$ cat config.mk
export PLATFORM = sky130hd
export DESIGN_NAME = mult_control_flat
export DESIGN_NICKNAME = d
export VERILOG_FILES = /design/src/rtl/mult_control_pkg.sv /design/src/rtl/mult_control_if.sv /design/src/rtl/mult_control.sv /design/src/flat_wrapper.sv
export SDC_FILE = /design/constraint.sdc
export NUM_CORES = 1
export LEC_CHECK = 0
export ABC_AREA = 1
export CELL_PAD_IN_SITES_DETAIL_PLACEMENT = 0
export CELL_PAD_IN_SITES_GLOBAL_PLACEMENT = 1
export CORE_MARGIN = 1
export CORE_UTILIZATION = 24
export CTS_CLUSTER_DIAMETER = 60
export DETAILED_ROUTE_END_ITERATION = 8
export PLACE_DENSITY_LB_ADDON = 0.3
export SLEW_MARGIN = 25
export SYNTH_ARGS = -nofsm -noshare
export SYNTH_HDL_FRONTEND = slang
export SYNTH_SLANG_ARGS = --single-unit
$ cat constraint.sdc
create_clock -name Clk -period 1.05 [get_ports Clk]
set_input_delay 0.21 -clock Clk [delete_from_list [all_inputs] [get_ports Clk]]
set_output_delay 0.21 -clock Clk [all_outputs]
set_load 0.005 [all_outputs]
$ cat src/rtl/mult_control_pkg.sv
// Shared types for the shift-add multiplier sequencer.
package mult_pkg;

  typedef enum logic [2:0] {IDLE, START, ADD, SHIFT, HOLD} mult_state_t;

  localparam int MULT_ITER = 8;

endpackage

$ cat src/rtl/mult_control_if.sv
// Control bundle between the multiplier sequencer and its datapath.
interface mult_control_if;

  logic Run;
  logic ClearA_LoadB;
  logic M;
  logic Ld_B;
  logic Clr_A;
  logic Add;
  logic Sub;
  logic Shift_En;
  logic Busy;
  logic Done;

  // master is the datapath/request side, slave is the sequencer
  modport master (
    output Run, ClearA_LoadB, M,
    input  Ld_B, Clr_A, Add, Sub, Shift_En, Busy, Done
  );

  modport slave (
    input  Run, ClearA_LoadB, M,
    output Ld_B, Clr_A, Add, Sub, Shift_En, Busy, Done
  );

endinterface

$ cat src/rtl/mult_control.sv
// Sequencer for the 8-bit signed shift-add multiplier: one multiply per Run, Done 17 cycles after Run.
// No backpressure; Done is held until Run drops, and Reset forces every output low.
module mult_control
  import mult_pkg::*;
#(
  parameter int ITER = MULT_ITER
) (
  input  logic           Clk,
  input  logic           Reset,
  mult_control_if.slave  bus
);

  localparam int              CW   = $clog2(ITER);
  localparam logic [CW-1:0]   LAST = CW'(ITER - 1);

  mult_state_t   state, state_nxt;
  logic [CW-1:0] cnt, cnt_nxt;
  logic          last;

  logic ld_b, clr_a, add, sub, shift_en, busy, done;

  assign last = (cnt == LAST);

  always_ff @(posedge Clk) begin
    if (Reset) begin
      state <= IDLE;
      cnt   <= '0;
    end else begin
      state <= state_nxt;
      cnt   <= cnt_nxt;
    end
  end

  always_comb begin
    state_nxt = state;
    cnt_nxt   = cnt;
    ld_b      = 1'b0;
    clr_a     = 1'b0;
    add       = 1'b0;
    sub       = 1'b0;
    shift_en  = 1'b0;
    busy      = 1'b0;
    done      = 1'b0;

    unique case (state)
      IDLE: begin
        // Run takes priority over a concurrent load request
        if (bus.Run) begin
          state_nxt = START;
        end else if (bus.ClearA_LoadB) begin
          ld_b  = 1'b1;
          clr_a = 1'b1;
        end
      end
      START: begin
        clr_a     = 1'b1;
        busy      = 1'b1;
        cnt_nxt   = '0;
        state_nxt = ADD;
      end
      ADD: begin
        busy      = 1'b1;
        add       = bus.M;
        // final iteration subtracts for the multiplier's sign weight
        sub       = bus.M & last;
        state_nxt = SHIFT;
      end
      SHIFT: begin
        busy     = 1'b1;
        shift_en = 1'b1;
        if (last) begin
          state_nxt = HOLD;
        end else begin
          cnt_nxt   = cnt + CW'(1);
          state_nxt = ADD;
        end
      end
      HOLD: begin
        done = 1'b1;
        if (!bus.Run) state_nxt = IDLE;
      end
      default: state_nxt = IDLE;
    endcase

    if (Reset) begin
      ld_b     = 1'b0;
      clr_a    = 1'b0;
      add      = 1'b0;
      sub      = 1'b0;
      shift_en = 1'b0;
      busy     = 1'b0;
      done     = 1'b0;
    end
  end

  assign bus.Ld_B     = ld_b;
  assign bus.Clr_A    = clr_a;
  assign bus.Add      = add;
  assign bus.Sub      = sub;
  assign bus.Shift_En = shift_en;
  assign bus.Busy     = busy;
  assign bus.Done     = done;

endmodule

$ cat src/flat_wrapper.sv
// flat-port wrapper written by rule: the top's interface ports become plain ports
module mult_control_flat import mult_pkg::*;
#(
  parameter int ITER = MULT_ITER
)
  (Clk, Reset, bus_Run, bus_ClearA_LoadB, bus_M, bus_Ld_B, bus_Clr_A, bus_Add, bus_Sub, bus_Shift_En, bus_Busy, bus_Done);
  mult_control_if bus_i ();
  input  logic Clk;
  input  logic Reset;
  input wire logic [$bits(bus_i.Run)-1:0] bus_Run;
  input wire logic [$bits(bus_i.ClearA_LoadB)-1:0] bus_ClearA_LoadB;
  input wire logic [$bits(bus_i.M)-1:0] bus_M;
  output wire logic [$bits(bus_i.Ld_B)-1:0] bus_Ld_B;
  output wire logic [$bits(bus_i.Clr_A)-1:0] bus_Clr_A;
  output wire logic [$bits(bus_i.Add)-1:0] bus_Add;
  output wire logic [$bits(bus_i.Sub)-1:0] bus_Sub;
  output wire logic [$bits(bus_i.Shift_En)-1:0] bus_Shift_En;
  output wire logic [$bits(bus_i.Busy)-1:0] bus_Busy;
  output wire logic [$bits(bus_i.Done)-1:0] bus_Done;
  assign bus_i.Run = bus_Run;
  assign bus_i.ClearA_LoadB = bus_ClearA_LoadB;
  assign bus_i.M = bus_M;
  assign bus_Ld_B = bus_i.Ld_B;
  assign bus_Clr_A = bus_i.Clr_A;
  assign bus_Add = bus_i.Add;
  assign bus_Sub = bus_i.Sub;
  assign bus_Shift_En = bus_i.Shift_En;
  assign bus_Busy = bus_i.Busy;
  assign bus_Done = bus_i.Done;
  mult_control #(.ITER(ITER)) u_core (.Clk(Clk), .Reset(Reset), .bus(bus_i));
endmodule
==> flow_summary.ini <==
[run_status]
outcome = finished with violations
violations = setup timing

[setup_path]
crit_required_ns = 0.84
crit_path_start_kind = register
r2r_end = u_core.cnt[1]
crit_arrival_ns = 1.09
reg2reg_from = u_core.cnt[0]
path_class = register to output port
critPathCaptureType = output port
slowest_delay_ns = 0.32
rr_worst_depth = 7
path_max_fanout = 3
reg2reg_slack_ns = -0.13
slowest_stage = dfxtp_2
path_cells = buf_6, inv_6, nand3_4, nor3b_2, buf_2

[layout]
drive_above_1_share = 0.791
fin_cells = 100
num_antenna_cells = 0
finish.utilization = 0.670
n_fill_cell = 89
finalInstanceArea_um2 = 795
regArea_um2 = 131
final_cell_mix = buf_4 (20), nand2_2 (7), buf_2 (7)
fin_nets = 95
areaGrowthSynthToFinish_pct = 143
layout_commonest_cell = buf_4
multiInputGateArea_um2 = 330

[sta]
finalSetupTns_ns = -1.96
final_max_slew_viol_count = 0
clock.fmax_mhz = 767
worst_slew_pin_slew_ns = 0.165
rsz0062_at_grt = yes
fin_skew_ns = 0.00805
hold_viol = 0
fin_crit_ns = 1.30
layout_setup_ws_ns = -0.254
period_share = 1.24
max_slew_margin = 0.890
setup_viol = 11

[synthesis]
synth.avg_cell_area_um2 = 6.66
syn_inst = 49
synth-warning-count = 0
syn-cell-area_um2 = 327
ys_ff_latch = 6
synth_top_area_frac = 0.368
netlist_top_cells_area = dfxtp_1 (37%), nand2_1 (13%), nand3_1 (9.2%)
post_synth_num_cell_types = 13
yosys.area.top_type = dfxtp_1
ys_seq_area_frac = 0.368
syn-num-nets = 56

[die]
die_w_um = 38.9
die-area_um2 = 1510
core_area_um2 = 1190
rows = 12
start_util = 0.275
die_h_um = 38.9
io_pins = 12

[pwr]
ir_drop_v = 0.00102
p_leak_nw = 0.361
power_density_nw_per_um2 = 864
total_power_mw = 0.686

[placed_design]
placed_cell_area_um2 = 569
io_buffers = 11
globalplace.congestion = 0.820
hpwl_um = 708
dp_cells = 87

[global_routing]
track_usage = 0.170
grt_max_degree = 7
overflow = 0
grt_pass1_vias = 431
grt_pass1_wl_um = 1750
antenna_found_initial = 0

[route]
vias = 467
antenna_left = 0
vias_per_cell = 4.67
wl_um = 1180
wire_per_inst_um = 11.8
drtIter0Drc = 2
dr.pass1.iters = 2
drc_errors = 0

[clock_network]
cts_root_buffer = clkbuf_4
cts_buffer_depth = 2
cts_inserted_buffers = 3
clk_pin_slew_ns = 0.05
htreeDepth = 1
cts_tree = yes
cts.sinks = 6
clk_latency_ns = 0.24

[hold_path]
min_to = u_core.cnt[2]
hold_class = register to register
holdPathStages = 2
hold_start = u_core.cnt[2]

[flow_run]
max_cap_violations = 0
## metal layers
layer / track usage / part of all wire / up-vias
li1: - / - / 237
met1: 0.213 / 0.44 / 224
met2: 0.288 / 0.54 / 6
met3: 0.0520 / 0.023 / 0
met4: 0.0259 / 0 / 0
met5: 0 / 0 / -
## flip-flops by register name (all words and copies together), names as in the netlist
register / count
u_core.cnt: 3
u_core.state: 3
## metrics by stage
step,hold slack [ns],worst slack [ns]
floorplan,0.448,-0.00246
global placement,0.461,-0.709
detailed placement,0.465,-0.720
CTS,0.481,-0.277
global route,0.526,-0.310
finish,0.505,-0.254
## final cells by class
type / instances / share of cell area
clock buffers: 3 / 0.0283
well taps: 14 / 0.0220
multi-input cells: 37 / 0.416
repair buffers: 35 / 0.339
inverters: 5 / 0.0299
flip-flops and latches: 6 / 0.165
## logic make-up (layout without fill, tap and decap cells)
group                    Yosys count  in the layout  synth area share
AND/OR/NAND/NOR                   29             29             0.391
AO/OA/AOI/OAI                      6              6            0.0919
flip-flops                         6              6             0.368
buffers and inverters              6             43            0.0728
adder cells (fa/ha/maj)            2              2            0.0766
## repair_timing
item | 4_1_cts | 5_1_grt
gates resized for setup | 59 | 17
setup buffers | 4 | 8
endpoints found under the setup margin | 12 | 13
hold buffers | 0 | 0
pin swaps | 7 | 13
## synthesized netlist by cell type
cell type	n
ha_1	2
nand2_1	11
nor3b_1	1
buf_2	1
nand3_1	6
o21ai_0	1
inv_2	1
dfxtp_1	6
nor2_2	1
a21oi_1	5
nor2_1	6
nor3_1	4
inv_1	4
## worst max-delay path: cells and delay by family (launching register included)
family,cells,cell delay (ns)
and+or+nand+nor,2,0.23
buffers and inverters,3,0.31
DFF,1,0.32
## power by group
part	leakage, nW	internal (mW)	total [mW]	switching, mW
sequential	0.0516	0.240	0.255	0.0151
clock	0.0138	0.129	0.209	0.0797
combinational	0.295	0.125	0.223	0.0978
## worst max path at each step
stage / start / to / slack (ns) / cells after the start
6_report: u_core.state[2] / bus_Add / -0.25 / 5
5_1_grt: u_core.state[2] / bus_Add / -0.31 / 5
3_3_place_gp: Reset / bus_Clr_A / -0.71 / 5
4_1_cts: u_core.state[2] / bus_Add / -0.28 / 5
3_5_place_dp: Reset / bus_Shift_En / -0.72 / 4
2_1_floorplan: u_core.cnt[0] / bus_Sub / -0.002 / 4
No activity file was read; power rests on OpenSTA's default activity.
